File: config.mk
export PLATFORM = sky130hd
export DESIGN_NAME = conv_out_ctrl_gen_flat
export DESIGN_NICKNAME = d
export VERILOG_FILES = /design/src/rtl/conv_out_ctrl_gen_pkg.sv /design/src/rtl/conv_out_ctrl_gen_if.sv /design/src/rtl/conv_out_ctrl_gen_addr.sv /design/src/rtl/conv_out_ctrl_gen.sv /design/src/flat_wrapper.sv
export SDC_FILE = /design/constraint.sdc
export NUM_CORES = 1
export LEC_CHECK = 0
export CAP_MARGIN = 20
export CORE_MARGIN = 2
export CORE_UTILIZATION = 46
export DETAILED_ROUTE_END_ITERATION = 10
export PLACE_DENSITY = 0.73
export SYNTH_ARGS = -nofsm -noshare
export SYNTH_HDL_FRONTEND = slang
export SYNTH_SLANG_ARGS = --single-unit
File: constraint.sdc
create_clock -name clk -period 2.15 [get_ports clk]
set_input_delay 0.215 -clock clk [delete_from_list [all_inputs] [get_ports clk]]
set_output_delay 0.215 -clock clk [all_outputs]
set_load 0.005 [all_outputs]
File: src/rtl/conv_out_ctrl_gen_pkg.sv
// rtl/conv_out_ctrl_gen_pkg.sv - shared types and helpers for the 1-D convolution controller
package conv_pkg;

  typedef enum logic [2:0] {
    ST_IDLE,
    ST_RUN,
    ST_FLUSH,
    ST_VALID,
    ST_DONE
  } conv_state_t;

  function automatic int conv_n_out(int x_size, int f_size, int stride);
    return (stride > 0) ? (x_size - f_size) / stride + 1 : 1;
  endfunction

  function automatic bit conv_params_ok(int x_size, int f_size, int stride, int n_filt);
    return (f_size >= 2) && (f_size <= x_size) && (stride >= 1) && (n_filt >= 1);
  endfunction

endpackage

File: src/rtl/conv_out_ctrl_gen_if.sv
// rtl/conv_out_ctrl_gen_if.sv - start/stream handshake and memory/MAC control bundle
interface conv_out_ctrl_gen_if #(
  parameter int XA_W = 3,
  parameter int FA_W = 2,
  parameter int FB_W = 1
);
  logic            conv_start;
  logic            m_ready_y;
  logic [XA_W-1:0] x_addr;
  logic [FA_W-1:0] f_addr;
  logic [FB_W-1:0] f_bank;
  logic            mem_rd_en;
  logic            clr_accum;
  logic            en_accum;
  logic            m_valid_y;
  logic [FB_W-1:0] y_filt;
  logic            conv_done;

  modport master (
    input  conv_start, m_ready_y,
    output x_addr, f_addr, f_bank, mem_rd_en, clr_accum, en_accum,
           m_valid_y, y_filt, conv_done
  );

  modport slave (
    output conv_start, m_ready_y,
    input  x_addr, f_addr, f_bank, mem_rd_en, clr_accum, en_accum,
           m_valid_y, y_filt, conv_done
  );
endinterface

File: src/rtl/conv_out_ctrl_gen_addr.sv
// rtl/conv_out_ctrl_gen_addr.sv - position base, tap and filter counters for the conv controller
module conv_addr_gen
  import conv_pkg::*;
#(
  parameter int X_SIZE = 8,
  parameter int F_SIZE = 4,
  parameter int STRIDE = 1,
  parameter int N_FILT = 1,
  parameter int XA_W   = 3,
  parameter int FA_W   = 2,
  parameter int FB_W   = 1
) (
  input  logic            clk,
  input  logic            reset,
  input  logic            clr,
  input  logic            step,
  input  logic            next,
  output logic [XA_W-1:0] x_addr,
  output logic [FA_W-1:0] f_addr,
  output logic [FB_W-1:0] f_bank,
  output logic            last_tap,
  output logic            last_filt,
  output logic            last_pos
);
  localparam int LAST_BASE = (conv_n_out(X_SIZE, F_SIZE, STRIDE) - 1) * STRIDE;

  // base holds p*STRIDE as a running sum; one spare bit keeps the add from wrapping
  logic [XA_W:0]   base_q, base_d;
  logic [FA_W-1:0] tap_q, tap_d;
  logic [FB_W-1:0] filt_q, filt_d;

  assign last_tap  = (tap_q == FA_W'(F_SIZE - 1));
  assign last_filt = (filt_q == FB_W'(N_FILT - 1));
  assign last_pos  = (base_q == (XA_W + 1)'(LAST_BASE));

  always_comb begin
    base_d = base_q;
    tap_d  = tap_q;
    filt_d = filt_q;
    if (clr) begin
      base_d = '0;
      tap_d  = '0;
      filt_d = '0;
    end else begin
      if (step) tap_d = last_tap ? '0 : tap_q + FA_W'(1);
      if (next) begin
        if (!last_filt) begin
          filt_d = filt_q + FB_W'(1);
        end else begin
          filt_d = '0;
          base_d = last_pos ? '0 : base_q + (XA_W + 1)'(STRIDE);
        end
      end
    end
  end

  always_ff @(posedge clk) begin
    if (reset) begin
      base_q <= '0;
      tap_q  <= '0;
      filt_q <= '0;
    end else begin
      base_q <= base_d;
      tap_q  <= tap_d;
      filt_q <= filt_d;
    end
  end

  assign x_addr = base_q[XA_W-1:0] + XA_W'(tap_q);
  assign f_addr = tap_q;
  assign f_bank = filt_q;

endmodule

File: src/rtl/conv_out_ctrl_gen.sv
// rtl/conv_out_ctrl_gen.sv - strided multi-filter 1-D convolution control FSM
module conv_out_ctrl_gen
  import conv_pkg::*;
#(
  parameter int X_SIZE = 8,
  parameter int F_SIZE = 4,
  parameter int STRIDE = 1,
  parameter int N_FILT = 1,
  parameter int XA_W   = $clog2(X_SIZE),
  parameter int FA_W   = $clog2(F_SIZE),
  parameter int FB_W   = (N_FILT > 1) ? $clog2(N_FILT) : 1
) (
  input logic               clk,
  input logic               reset,
  conv_out_ctrl_gen_if.master bus
);
  if (!conv_params_ok(X_SIZE, F_SIZE, STRIDE, N_FILT)) begin : g_bad_params
    $error("conv_out_ctrl_gen: illegal X_SIZE/F_SIZE/STRIDE/N_FILT");
  end

  conv_state_t     state_q, state_d;
  logic            clr, step, next;
  logic            rd_en, clr_acc, en_acc, valid, done;
  logic [XA_W-1:0] x_addr_i;
  logic [FA_W-1:0] f_addr_i;
  logic [FB_W-1:0] f_bank_i;
  logic            last_tap, last_filt, last_pos;

  conv_addr_gen #(
    .X_SIZE(X_SIZE), .F_SIZE(F_SIZE), .STRIDE(STRIDE), .N_FILT(N_FILT),
    .XA_W(XA_W), .FA_W(FA_W), .FB_W(FB_W)
  ) u_addr (
    .clk(clk), .reset(reset), .clr(clr), .step(step), .next(next),
    .x_addr(x_addr_i), .f_addr(f_addr_i), .f_bank(f_bank_i),
    .last_tap(last_tap), .last_filt(last_filt), .last_pos(last_pos)
  );

  always_comb begin
    state_d = state_q;
    clr     = 1'b0;
    step    = 1'b0;
    next    = 1'b0;
    rd_en   = 1'b0;
    clr_acc = 1'b0;
    en_acc  = 1'b0;
    valid   = 1'b0;
    done    = 1'b0;
    case (state_q)
      ST_IDLE: begin
        if (bus.conv_start) begin
          clr     = 1'b1;
          state_d = ST_RUN;
        end
      end
      ST_RUN: begin
        rd_en   = 1'b1;
        step    = 1'b1;
        // the accumulate strobe trails the read by one cycle, so tap 0 only clears
        clr_acc = (f_addr_i == '0);
        en_acc  = (f_addr_i != '0);
        if (last_tap) state_d = ST_FLUSH;
      end
      ST_FLUSH: begin
        en_acc  = 1'b1;
        state_d = ST_VALID;
      end
      ST_VALID: begin
        valid = 1'b1;
        if (bus.m_ready_y) begin
          next    = 1'b1;
          state_d = (last_filt && last_pos) ? ST_DONE : ST_RUN;
        end
      end
      ST_DONE: begin
        done    = 1'b1;
        clr     = 1'b1;
        state_d = ST_IDLE;
      end
      default: state_d = ST_IDLE;
    endcase
  end

  always_ff @(posedge clk) begin
    if (reset) state_q <= ST_IDLE;
    else       state_q <= state_d;
  end

  assign bus.x_addr    = rd_en ? x_addr_i : '0;
  assign bus.f_addr    = rd_en ? f_addr_i : '0;
  assign bus.f_bank    = rd_en ? f_bank_i : '0;
  assign bus.mem_rd_en = rd_en;
  assign bus.clr_accum = clr_acc;
  assign bus.en_accum  = en_acc;
  assign bus.m_valid_y = valid;
  assign bus.y_filt    = valid ? f_bank_i : '0;
  assign bus.conv_done = done;

endmodule

File: src/flat_wrapper.sv
// flat-port wrapper written by rule: the top's interface ports become plain ports
module conv_out_ctrl_gen_flat import conv_pkg::*;
#(
  parameter int X_SIZE = 8,
  parameter int F_SIZE = 4,
  parameter int STRIDE = 1,
  parameter int N_FILT = 1,
  parameter int XA_W   = $clog2(X_SIZE),
  parameter int FA_W   = $clog2(F_SIZE),
  parameter int FB_W   = (N_FILT > 1) ? $clog2(N_FILT) : 1
)
  (clk, reset, bus_conv_start, bus_m_ready_y, bus_x_addr, bus_f_addr, bus_f_bank, bus_mem_rd_en, bus_clr_accum, bus_en_accum, bus_m_valid_y, bus_y_filt, bus_conv_done);
  conv_out_ctrl_gen_if #(.XA_W(XA_W), .FA_W(FA_W), .FB_W(FB_W)) bus_i ();
  input logic clk;
  input logic reset;
  input wire logic [$bits(bus_i.conv_start)-1:0] bus_conv_start;
  input wire logic [$bits(bus_i.m_ready_y)-1:0] bus_m_ready_y;
  output wire logic [$bits(bus_i.x_addr)-1:0] bus_x_addr;
  output wire logic [$bits(bus_i.f_addr)-1:0] bus_f_addr;
  output wire logic [$bits(bus_i.f_bank)-1:0] bus_f_bank;
  output wire logic [$bits(bus_i.mem_rd_en)-1:0] bus_mem_rd_en;
  output wire logic [$bits(bus_i.clr_accum)-1:0] bus_clr_accum;
  output wire logic [$bits(bus_i.en_accum)-1:0] bus_en_accum;
  output wire logic [$bits(bus_i.m_valid_y)-1:0] bus_m_valid_y;
  output wire logic [$bits(bus_i.y_filt)-1:0] bus_y_filt;
  output wire logic [$bits(bus_i.conv_done)-1:0] bus_conv_done;
  assign bus_i.conv_start = bus_conv_start;
  assign bus_i.m_ready_y = bus_m_ready_y;
  assign bus_x_addr = bus_i.x_addr;
  assign bus_f_addr = bus_i.f_addr;
  assign bus_f_bank = bus_i.f_bank;
  assign bus_mem_rd_en = bus_i.mem_rd_en;
  assign bus_clr_accum = bus_i.clr_accum;
  assign bus_en_accum = bus_i.en_accum;
  assign bus_m_valid_y = bus_i.m_valid_y;
  assign bus_y_filt = bus_i.y_filt;
  assign bus_conv_done = bus_i.conv_done;
  conv_out_ctrl_gen #(.X_SIZE(X_SIZE), .F_SIZE(F_SIZE), .STRIDE(STRIDE), .N_FILT(N_FILT), .XA_W(XA_W), .FA_W(FA_W), .FB_W(FB_W)) u_core (.clk(clk), .reset(reset), .bus(bus_i));
endmodule
# Yosys cells after proc, flatten, opt, wreduce, memory -nomap -nowiden
# Cells that the tools add are included.
totals:
  regBits: 10
  input_bits: 4
  output_inout_bits: 12
  elab_cells: 46
classes:
  add_sub_neg: 4
  eq_ne: 9
  n_mux: 21
  n_bitwise: 1
  reduce_logical: 7
ops:
  columns: ["operator", "count"]
  rows:
  - ["two-way mux 3 bit", 5]
  - ["one-hot mux 3 bit (4 select lines)", 1]
  - ["two-way mux 1 bit", 10]
  - ["== test 3 x 2 -> 1 bit (second input constant)", 2]
  - ["!= test 2 bit (second input constant)", 3]
  - ["adder 4 x 1 -> 4 bit (second input constant)", 1]
  - ["== test 4 x 3 -> 1 bit (second input constant)", 1]
  - ["two-way mux 2 bit", 2]
  - ["two-way mux 4 bit", 1]
  - ["one-hot mux 1 bit (2 select lines)", 2]
  - ["adder 3 x 2 -> 3 bit", 1]
  - ["== test 3 x 1 -> 1 bit (second input constant)", 1]
  - ["== test 3 bit (second input constant)", 1]
  - ["zero test 3 bit", 1]
  - ["AND reduction 3 bit", 1]
  - ["adder 2 x 1 -> 2 bit (second input constant)", 1]
  - ["== test 2 bit (second input constant)", 1]
  - ["zero test 2 bit", 1]
  - ["AND reduction 2 bit", 1]
  - ["nonzero test 2 bit", 1]
  - ["OR reduction 2 bit", 1]
  - ["adder 1 bit (second input constant)", 1]
  - ["logical AND 1 bit", 1]
  - ["inverter 1 bit", 1]

# Logic depth before layout (Yosys ltp)
# Gate-level depths: netlist (run 1).
logic_depth:
  depth_word: 5
  mapped_depth: 5
  depth_no_buf: 5

# Modules after synthesis
# Synthesis (run 1) repeated with hierarchy kept, for this count alone.
hier_totals:
  cells_unflattened: 71
  hier_area_um2: 635.6
modules_own_cells:
  columns: ["mod", "instances", "cells_each", "area_each_um2", "seq_area_each_um2"]
  rows:
  - ["conv_addr_gen", 1, 36, 345.3, 120.1]
  - ["conv_out_ctrl_gen", 1, 35, 290.3, 60.1]

# Least setup slack after synthesis (run 1)
# Ideal clock, no wire load.
synth_path:
  path_kind: "flip-flop to output port"
  start: "register u_core.u_addr.tap_q[0], in the netlist u_core.u_addr.f_addr[0]"
  end: "output bus_x_addr[2]"
  arrival_ns: 1.207
  setup_slack_ns: 0.728
  path_stages_with_launch: 6
  n_path_buf: 0
  cell_sequence: "dfxtp_1 -> ha_1 -> inv_1 -> fa_1 -> xnor2_1 -> and2_1"
synth_between:
  elab_chain_cells: 2
synth_rtl:
  columns: ["item", "line", "source"]
  rows:
  - ["start, declared", "conv_out_ctrl_gen_addr.sv:29", "logic [FA_W-1:0] tap_q, tap_d;"]
  - ["start signal, assigned", "conv_out_ctrl_gen_addr.sv:64", "tap_q <= tap_d;"]
  - ["adder 3 x 2 -> 3 bit", "conv_out_ctrl_gen_addr.sv:69", "assign x_addr = base_q[XA_W-1:0] + XA_W'(tap_q);"]
  - ["two-way mux 3 bit", "conv_out_ctrl_gen.sv:88", "assign bus.x_addr = rd_en ? x_addr_i : '0;"]
  - ["end, declared", "flat_wrapper.sv:18", "output wire logic [$bits(bus_i.x_addr)-1:0] bus_x_addr;"]
# Every way passes these cells.

# Worst setup path in the final report (run 1)
layout_path:
  start: "register u_core.u_addr.tap_q[0], in the netlist u_core.u_addr.f_addr[0]"
  end: "output bus_en_accum"
layout_between:
  elab_chain_cells: 2
layout_rtl:
  columns: ["item", "line", "source"]
  rows:
  - ["nonzero test 2 bit", "conv_out_ctrl_gen.sv:60", "en_acc = (f_addr_i != '0);"]
  - ["one-hot mux 1 bit (2 select lines)", "conv_out_ctrl_gen.sv:48", "case (state_q)"]
  - ["end, declared", "flat_wrapper.sv:23", "output wire logic [$bits(bus_i.en_accum)-1:0] bus_en_accum;"]
# Every way passes these cells.

==> impl_metrics.csv, run 1 <==
group,metric,value,unit
pwr,p_comb_frac,0.165,
finish,seqCellArea,186.4,um2
floorplan,fp.dieH,41.72,um
floorplan,core,1318,um2
sta,tns,0,ns
sta,min_period_over_period,0.9353,
logic_synthesis,yosys_warnings,0,
global_routing,antenna_found_initial,0,
global_routing,grt_first_pass_wirelength,2359,um
finish,design_area,844.6,um2
finish,area_growth_syn_to_layout,29.06,%
drt,dr.pass1.iters,4,
floorplan,start_util,0.4967,
drt,wl_met3,76,um
drt,routed.top_layer,"met4",
sta,drv_slew,0,
worst_hold_path,hold_path_depth,2,
setup_path,startpoint_type,"flip-flop",
setup_path,path_class,"reg -> out",
sta,worst_pin_slew,0.5156,ns
sta,final_hold_viol_count,0,
floorplan,die_w,41.72,um
pwr,power_density,433.6,nW/um2
clock_tree,clock_path_buffers,2,
logic_synthesis,synth.top_cell.area_share,0.2753,
sta,fin_skew,0.008608,ns
flow_run,maxCapViolCount,0,
drt,routed_wl,1377,um
clock_tree,cts_tree,"yes",
drt,ant_nets,0,
pwr,vdd_drop_max,0.2101,mV
logic_synthesis,synth_area_leaders,"dfxtp_1 28%, ha_1 9.6%, and2_1 4.8%, a21oi_1 4.6%, inv_1 4.6%",
logic_synthesis,syn-cell-area,654.4,um2
pwr,seqPwrFrac,0.468,
logic_synthesis,synth_edf_count,0,
setup_path,cp.arrival,1.80,ns
sta,post-route-min-period,2.011,ns
global_routing,grt_pass1_vias,551,
drt,drcViolationCount,0,
drt,viasPerCell,5.245,
clock_tree,numCtsBuffers,3,
logic_synthesis,synthArstFlopShare,0,
drt,num_vias,577,
floorplan,rows,13,
sta,rsz0062_at_grt,"false",
global_routing,grt_overflow,0,
finish,n_antenna_cell,0,
logic_synthesis,ys_seq_area_frac,0.2753,
global_routing,grt_util_all_layers,0.1762,
clock_tree,cts-hold-fix-buffers,0,
placed_design,placedInstanceArea,784.5,um2
placed_design,hpwlAfterDp,1015,um
clock_tree,path_clk_slew,0.06,ns
sta,max_freq,0.4973,GHz
pwr,switchingPower,0.09279,mW
floorplan,dieArea,1740,um2
drt,wirelength_met1,648,um
clock_tree,clock-root-buffer,"clkbuf_4",
setup_path,crit_path_end_kind,"primary output",
pwr,switching_share,0.2534,
drt,wl_per_cell,12.52,um
outcome,status,"completed",
setup_path,worstPathRequired,1.93,ns
setup_path,rr_worst_depth,3,
placed_design,dp_cells,104,
logic_synthesis,synth.most_common_cell,"dfxtp_1",
logic_synthesis,syn-instance-count,77,
finish,layout-drive-gt1-share,0.1684,
logic_synthesis,synthDistinctLibCells,29,
logic_synthesis,synth_flop_cell,"dfxtp_1",
finish,nNetsFinal,106,
floorplan,top_level_ports,16,
worst_hold_path,worstHoldPathType,"reg -> reg",
logic_synthesis,avgSynthCellArea,8.498,um2
logic_synthesis,yosysTopAreaCell,"dfxtp_1",
pwr,clkPwrFrac,0.366,
pwr,intPower,0.2734,mW
finish,fillCellCount,125,
drt,wl_met2,621,um
placed_design,port_buffers,13,
finish,fin_cells,110,
global_routing,grt_max_degree,14,
sta,slew_headroom,0.6558,
logic_synthesis,synth_common_cells,"9 x dfxtp_1, 8 x inv_1, 6 x a21oi_1, 6 x nor2_1",
setup_path,worst-path-max-fanout,5,
finish,multi_input_area,410.4,um2
clock_tree,clkSinkCount,9,
drt,drt_iter0_drc,5,
clock_tree,h-tree-depth,1,
sta,finalSetupViolCount,0,
pwr,p_leak,0.3778,nW
placed_design,place.gp.congestion,0.7514,
clock_tree,clock_latency,0.27,ns
logic_synthesis,synth-seq-cells,9,
[cells in the final DEF (no fill, tap or decap), drive strengths merged]
master         instances
clkdlybuf4s50         11
nor2                   6
nor2b                  2
and4b                  1
nand4b                 1
o311ai                 1
nor3b                  4
fa                     1
a211oi                 1
xnor2                  1
and3b                  1
a21oi                  6
or4                    2
nand2b                 1
ha                     5
dfxtp                  9
conb                   2
clkbuf                 4
nand2                  4
nor4                   1
inv                    8
mux2i                  2
and2                   5
nand3                  3
dlymetal6s2s           2
buf                    5
nor3                   2
o21ai                  2
o31ai                  1
nand3b                 1
[flip-flops by register name (all words and copies together), names as in the netlist]
name,count
u_core.u_addr.base_q,4
u_core.state_q,3
u_core.u_addr.f_addr,2
[metrics by stage]
step | setup WS [ns] | power, mW | utilization | hold slack [ns]
after floorplan | 0.7278 | 0.2073 | - | 0.2918
after global placement | 0.2449 | 0.2317 | 0.5954 | 0.4703
after detailed placement | 0.1927 | 0.2331 | 0.5954 | 0.4892
after CTS | 0.006270 | 0.3706 | 0.6315 | 0.4826
after global routing | 0.02004 | 0.3861 | 0.6410 | 0.5010
final | 0.1391 | 0.3662 | 0.6410 | 0.4825
[cell families (layout without fill, tap and decap cells)]
family,count (synthesis),in the layout,share of synthesized area
AO/OA/AOI/OAI,11,11,0.09753
XOR/XNOR,1,1,0.01339
adder cells (fa/ha/maj),6,6,0.1262
buffers and inverters,13,30,0.1147
flip-flops,9,9,0.2753
multiplexers,2,2,0.03059
other,1,2,0.005731
AND/OR/NAND/NOR,34,34,0.3365
[metal layers]
| metal | vias up | GRT usage |
|---|---|---|
| met3 | 6 | 0.05652 |
| met4 | 0 | 0.09032 |
| li1 | 296 | - |
| met1 | 262 | 0.2124 |
| met5 | - | 0 |
| met2 | 13 | 0.2781 |
[worst max-delay path, cell delays in order, from the launching register on]
cell,delay [ns]
dfxtp_4,0.34
buf_4,0.12
inv_1,0.04
ha_1,0.21
nor3b_2,0.16
a21oi_1,0.05
nor2_1,0.10
clkdlybuf4s50_1,0.50
[power groups by stage]
stage	Combinational (mW)	Clock, mW	Sequential [mW]
2_1_floorplan	0.0305	0	0.177
3_3_place_gp	0.0554	0	0.176
3_5_place_dp	0.0561	0	0.177
4_1_cts	0.0601	0.139	0.171
5_1_grt	0.0658	0.148	0.172
6_report	0.0606	0.134	0.171
[layout make-up]
cell class                 count  share of cell area
sequential                     9              0.2207
multi-input combinational     56              0.4859
timing repair buffer          18              0.2044
inverter                       8             0.03556
clock buffer                   4             0.03111
tap                           15             0.02222
[worst paths after layout]
| path | start | end | slack [ns] |
|---|---|---|---|
| worst max register to register | u_core.state_q[1]$_SDFFE_PP0P_ | u_core.u_addr.base_q[3]$_SDFFE_PP0P_ | 0.62 |
| worst min register to register | u_core.u_addr.base_q[1]$_SDFFE_PP0P_ | u_core.u_addr.base_q[1]$_SDFFE_PP0P_ | 0.48 |
| worst max-delay path | u_core.u_addr.f_addr[0]$_SDFFE_PP0N_ | bus_en_accum | 0.14 |
| worst min-delay path | u_core.u_addr.base_q[1]$_SDFFE_PP0P_ | u_core.u_addr.base_q[1]$_SDFFE_PP0P_ | 0.48 |
[what timing repair did]
item	in CTS	in global routing
setup endpoints to repair	2	3
setup buffers	2	0
resized for setup	4	4
Power figures use the tool's default switching activity.
==> run 2: changes to the inputs <==
--- a/config.mk
+++ b/config.mk
@@ -10,6 +10,7 @@
 export CORE_UTILIZATION = 46
 export DETAILED_ROUTE_END_ITERATION = 10
 export PLACE_DENSITY = 0.73
+export SETUP_SLACK_MARGIN = 0.2
 export SYNTH_ARGS = -nofsm -noshare
 export SYNTH_HDL_FRONTEND = slang
 export SYNTH_SLANG_ARGS = --single-unit
==> run 2 against run 1 <==
Against the previous run:
- sequential power about the same
- critical endpoint is now bus_x_addr[0]
- clock skew is 0.00075 ns lower
- non-clock buffer count did not move
- clock-buffer cell count did not move
- design area shrank 0.74%
- worst hold slack improved by 0.0073 ns
- largest power group unchanged
==> impl_metrics.csv, run 2 (synthesized netlist as in run 1, its figures left out) <==
group,metric,value,unit
setup_path,cp.arrival,1.67,ns
drt,routed_wl,1374,um
finish,regMostFlops,"u_core.u_addr.base_q",
pwr,switchingPower,0.09315,mW
flow_run,maxCapViolCount,0,
pwr,intPower,0.2729,mW
clock_tree,path_clk_slew,0.07,ns
global_routing,antenna_found_initial,0,
finish,final_cell_mix,"10 x clkdlybuf4s50_1, 8 x inv_1, 6 x a21oi_1, 6 x nor2_1",
setup_path,critPathBufInv,2,
sta,drv_slew,0,
drt,viasPerCell,5.236,
outcome,status,"completed",
setup_path,rr_worst_depth,5,
drt,wl_met3,84,um
drt,wl_met2,652,um
sta,tns,0,ns
pwr,p_leak,0.3558,nW
floorplan,top_level_ports,16,
setup_path,crit_path_end_kind,"primary output",
clock_tree,cts-hold-fix-buffers,0,
pwr,power_density,436.7,nW/um2
finish,layout-drive-gt1-share,0.1895,
sta,fin_skew,0.007856,ns
placed_design,place.gp.congestion,0.7514,
clock_tree,clock_latency,0.27,ns
setup_path,critPathCapture,"bus_x_addr[0]",
global_routing,grt_pass1_vias,551,
pwr,seqPwrFrac,0.468,
floorplan,dieArea,1740,um2
global_routing,grt_overflow,0,
setup_path,crit_slowest_cell,"clkdlybuf4s50_1",
placed_design,hpwlAfterDp,1015,um
finish,fillCellCount,133,
finish,largest_reg_flops,4,
setup_path,slowest_delay,0.51,ns
sta,finalSetupViolCount,0,
drt,drcViolationCount,0,
floorplan,fp.dieH,41.72,um
pwr,vdd_drop_max,0.2084,mV
sta,fin_hold_ws,0.4898,ns
drt,wl_per_cell,12.49,um
clock_tree,clock_path_buffers,2,
drt,drt_iter0_drc,4,
pwr,switching_share,0.2545,
finish,final_common_cell,"clkdlybuf4s50_1",
clock_tree,h-tree-depth,1,
setup_path,worstPathRequired,1.93,ns
finish,n_antenna_cell,0,
setup_path,path_class,"reg -> out",
floorplan,die_w,41.72,um
drt,dr.pass1.iters,4,
placed_design,pre_cts_slack,0.1927,ns
drt,num_vias,576,
drt,routed.top_layer,"met4",
clock_tree,clock-root-buffer,"clkbuf_4",
clock_tree,clkSinkCount,9,
setup_path,crit-reg2reg-launch,"u_core.u_addr.base_q[0]$_SDFFE_PP0P_",
global_routing,grt_util_all_layers,0.1752,
drt,ant_nets,0,
sta,final_hold_viol_count,0,
setup_path,r2r_slack,0.74,ns
clock_tree,numCtsBuffers,3,
setup_path,cp_top_family,"buffers and inverters",
setup_path,crit_cells,4,
finish,seqCellArea,188.9,um2
sta,rsz0062_at_grt,"false",
sta,max_freq,0.5314,GHz
setup_path,crit_chain,"nor3b_2 -> buf_4 -> and2_1 -> clkdlybuf4s50_1",
sta,post-route-min-period,1.882,ns
sta,setup_slack,0.2681,ns
worst_hold_path,worstHoldPathType,"reg -> reg",
floorplan,rows,13,
finish,multi_input_area,410.4,um2
finish,area_growth_syn_to_layout,28.11,%
finish,nNetsFinal,106,
global_routing,grt_max_degree,14,
pwr,clkPwrFrac,0.368,
floorplan,start_util,0.4967,
setup_path,worst-path-max-fanout,13,
placed_design,port_buffers,13,
setup_path,startpoint_type,"flip-flop",
drt,wirelength_met1,606,um
setup_path,cp-startpoint,"u_core.state_q[1]$_SDFFE_PP0P_",
sta,min_period_over_period,0.8753,
clock_tree,cts_tree,"yes",
pwr,p_comb_frac,0.164,
global_routing,grt_first_pass_wirelength,2346,um
floorplan,core,1318,um2
setup_path,reg2reg_to,"u_core.u_addr.base_q[3]$_SDFFE_PP0P_",
-- run 2: cell types whose count changed in the layout (fill, tap and decap cells not counted), sizes merged --
cell,previous run,this run
clkdlybuf4s50,11,10
dlymetal6s2s,2,0
dlygate4sd2,0,3
-- run 2: power by group through the flow --
stage                     logic (mW)  clock network (mW)  registers, mW
after floorplan               0.0305                   0          0.177
after global placement        0.0554                   0          0.176
after detailed placement      0.0561                   0          0.177
after CTS                     0.0603               0.139          0.171
after global routing          0.0652               0.149          0.172
final                         0.0601               0.135          0.171
-- run 2: metal layers --
layer | vias up | track usage
met5 | - | 0
met4 | 0 | 0.09032
met3 | 6 | 0.05652
met2 | 15 | 0.2844
met1 | 260 | 0.2043
li1 | 295 | -
-- run 2: area by class of cell --
class | instances | area share
Clock buffer | 4 | 0.03134
Sequential cell | 9 | 0.2254
Timing Repair Buffer | 18 | 0.1955
Tap cell | 15 | 0.02239
Inverter | 8 | 0.03582
Multi-Input combinational cell | 56 | 0.4896
-- run 2: what timing repair did --
item,CTS,global route
pin swaps,0,0
gates resized for setup,9,2
setup endpoints to repair,7,3
buffers inserted,2,0
endpoints found under the hold margin,0,0
-- run 2: worst min-delay path by stage --
stage                                    startpoint                                   end  slack, ns  cells after the start
6_report       u_core.u_addr.base_q[3]$_SDFFE_PP0P_  u_core.u_addr.base_q[3]$_SDFFE_PP0P_       0.49                      2
5_1_grt        u_core.u_addr.base_q[1]$_SDFFE_PP0P_  u_core.u_addr.base_q[1]$_SDFFE_PP0P_       0.51                      2
4_1_cts        u_core.u_addr.base_q[1]$_SDFFE_PP0P_  u_core.u_addr.base_q[1]$_SDFFE_PP0P_       0.48                      2
3_5_place_dp   u_core.u_addr.base_q[3]$_SDFFE_PP0P_  u_core.u_addr.base_q[3]$_SDFFE_PP0P_       0.49                      2
3_3_place_gp   u_core.u_addr.base_q[3]$_SDFFE_PP0P_  u_core.u_addr.base_q[3]$_SDFFE_PP0P_       0.47                      2
2_1_floorplan                                 reset        u_core.state_q[1]$_SDFFE_PP0P_       0.29                      1
-- run 2: tightest hold or removal path, cell delays in order, from the launching register on --
cell     delay (ns)
dfxtp_1        0.32
o21ai_0        0.07
a21oi_1        0.06
-- run 2: metrics by stage --
stage / util / instance area (um2) / cells / power (mW)
floorplan: - / 658.1 / 78 / 0.2073
detailed placement: 0.5954 / 784.5 / 104 / 0.2331
CTS: 0.6334 / 834.6 / 110 / 0.3706
finish: 0.6363 / 838.3 / 110 / 0.3661
global route: 0.6363 / 838.3 / 110 / 0.3856
global placement: 0.5954 / 784.5 / 104 / 0.2317
==> run 3: changes to the inputs <==
--- a/config.mk
+++ b/config.mk
@@ -9,8 +9,9 @@
 export CORE_MARGIN = 2
 export CORE_UTILIZATION = 46
 export DETAILED_ROUTE_END_ITERATION = 10
-export PLACE_DENSITY = 0.73
+export PLACE_DENSITY = 0.85
 export SETUP_SLACK_MARGIN = 0.2
+export SLEW_MARGIN = 20
 export SYNTH_ARGS = -nofsm -noshare
 export SYNTH_HDL_FRONTEND = slang
 export SYNTH_SLANG_ARGS = --single-unit
==> run 3 against run 2 <==
Against the previous run:
- routed wire length rose by 2.1%
- via count increased by 2.4%
- critical path type unchanged
- die area unchanged
- power grew 0.39%
- worst setup slack better by 0.015 ns
- worst hold slack barely moved
- critical path depth stayed put
- global-route usage rose by 0.81 points
- sequential power is essentially flat
- sequential share of layout area grew 0.44 points
- clock power barely moved
==> impl_metrics.csv, run 3 (synthesized netlist as in run 1, its figures left out) <==
group,metric,value,unit
sta,finalSetupViolCount,0,
clock_tree,clkSinkCount,9,
drt,ant_nets,0,
clock_tree,clock-root-buffer,"clkbuf_4",
global_routing,grt_first_pass_wirelength,2435,um
finish,fin_cells,109,
clock_tree,clock_path_buffers,2,
global_routing,grt_pass1_vias,559,
finish,layout-drive-gt1-share,0.1809,
sta,final_hold_viol_count,0,
drt,viasPerCell,5.413,
finish,design_area,833.3,um2
clock_tree,h-tree-depth,1,
clock_tree,path_clk_slew,0.07,ns
placed_design,port_buffers,13,
sta,rsz0062_at_grt,"false",
clock_tree,cts-hold-fix-buffers,0,
outcome,status,"completed",
global_routing,grt_util_met2,0.3188,
global_routing,antenna_found_initial,0,
drt,num_vias,590,
floorplan,die_w,41.72,um
sta,worst_pin_slew,0.7349,ns
global_routing,grtUsageMet3,0.04348,
setup_path,crit_path_end_kind,"primary output",
placed_design,pre_cts_slack,0.2096,ns
pwr,vdd_drop_max,0.3349,mV
floorplan,rows,13,
worst_hold_path,worstHoldPathType,"reg -> reg",
drt,wl_per_cell,12.87,um
finish,final_common_cell,"clkdlybuf4s50_1",
clock_tree,numCtsBuffers,3,
drt,drcViolationCount,0,
finish,final_cell_mix,"10 x clkdlybuf4s50_1, 8 x inv_1, 6 x a21oi_1, 6 x nor2_1",
setup_path,cp.arrival,1.65,ns
finish,regMostFlops,"u_core.u_addr.base_q",
global_routing,grt_max_degree,14,
drt,dr.pass1.iters,4,
sta,min_period_over_period,0.8685,
clock_tree,cts_tree,"yes",
drt,drt_iter0_drc,13,
placed_design,hpwlAfterDp,920.9,um
finish,area_growth_syn_to_layout,27.34,%
sta,fin_skew,0.005264,ns
floorplan,fp.dieH,41.72,um
sta,drv_slew,0,
global_routing,grt_busiest_layer,"met2",
clock_tree,clock_latency,0.26,ns
global_routing,grtUsageMet1,0.2043,
finish,largest_reg_flops,4,
floorplan,dieArea,1740,um2
setup_path,path_class,"reg -> out",
sta,tns,0,ns
placed_design,dp_cells,103,
floorplan,core,1318,um2
global_routing,grt_overflow,0,
placed_design,placedInstanceArea,777.0,um2
sta,setup_slack,0.2827,ns
pwr,power_density,441.0,nW/um2
finish,n_antenna_cell,0,
setup_path,worst-path-max-fanout,13,
floorplan,start_util,0.4967,
sta,slew_headroom,0.5059,
setup_path,worstPathRequired,1.93,ns
placed_design,place.gp.congestion,0.7297,
sta,max_freq,0.5355,GHz
global_routing,grt_util_all_layers,0.1834,
setup_path,startpoint_type,"flip-flop",
pwr,p_leak,0.3512,nW
drt,routed_wl,1403,um
pwr,p_total,0.3675,mW
finish,nNetsFinal,105,
floorplan,top_level_ports,16,
sta,post-route-min-period,1.867,ns
flow_run,maxCapViolCount,0,
## run 3: report_power, final
part	internal (mW)	switching, mW	total [mW]
Clock	0.0717	0.0664	0.138
Combinational	0.0303	0.0295	0.0598
Sequential	0.168	0.00206	0.170
Total	0.270	0.0980	0.368
## run 3: critical path, stage by stage (launching register included)
cell and delay, ns:
dfxtp_4 0.39, nor3b_2 0.16, buf_4 0.18, and2_1 0.16
clkdlybuf4s50_1 0.50
## run 3: cell type report
class / instances / area, um2
Clock buffer: 4 / 26.28
Fill cell: 108 / 484.2
Sequential cell: 9 / 191.4
Multi-Input combinational cell: 56 / 410.4
Tap cell: 15 / 18.77
Timing Repair Buffer: 17 / 156.4
Inverter: 8 / 30.03
## run 3: layer usage
metal / share of wire / routed length (um)
met1: 0.43 / 603
met2: 0.50 / 703
met3: 0.048 / 67
met4: 0.021 / 29
met5: 0 / 0
## run 3: path summary, 6_finish.rpt
kind	from	to	slack (ns)	depth (start not counted)
worst min register to register	u_core.u_addr.base_q[1]$_SDFFE_PP0P_	u_core.u_addr.base_q[1]$_SDFFE_PP0P_	0.49	2
worst max register to register	u_core.u_addr.base_q[0]$_SDFFE_PP0P_	u_core.u_addr.base_q[3]$_SDFFE_PP0P_	0.72	5
worst max-delay path	u_core.state_q[1]$_SDFFE_PP0P_	bus_x_addr[0]	0.28	4
worst min-delay path	u_core.u_addr.base_q[1]$_SDFFE_PP0P_	u_core.u_addr.base_q[1]$_SDFFE_PP0P_	0.49	2
## run 3: stage by stage
step | hold slack, ns | utilization
detailed placement | 0.4907 | 0.5897
floorplan | 0.2918 | -
CTS | 0.4859 | 0.6287
global placement | 0.4714 | 0.5897
finish | 0.4894 | 0.6325
global route | 0.5110 | 0.6325
## run 3: what timing repair did
item	4_1_cts	5_1_grt
buffers inserted	2	0
hold endpoints to repair	0	0
endpoints found under the setup margin	3	5
resized for setup	9	3
cloned	0	0
pin swaps	1	0
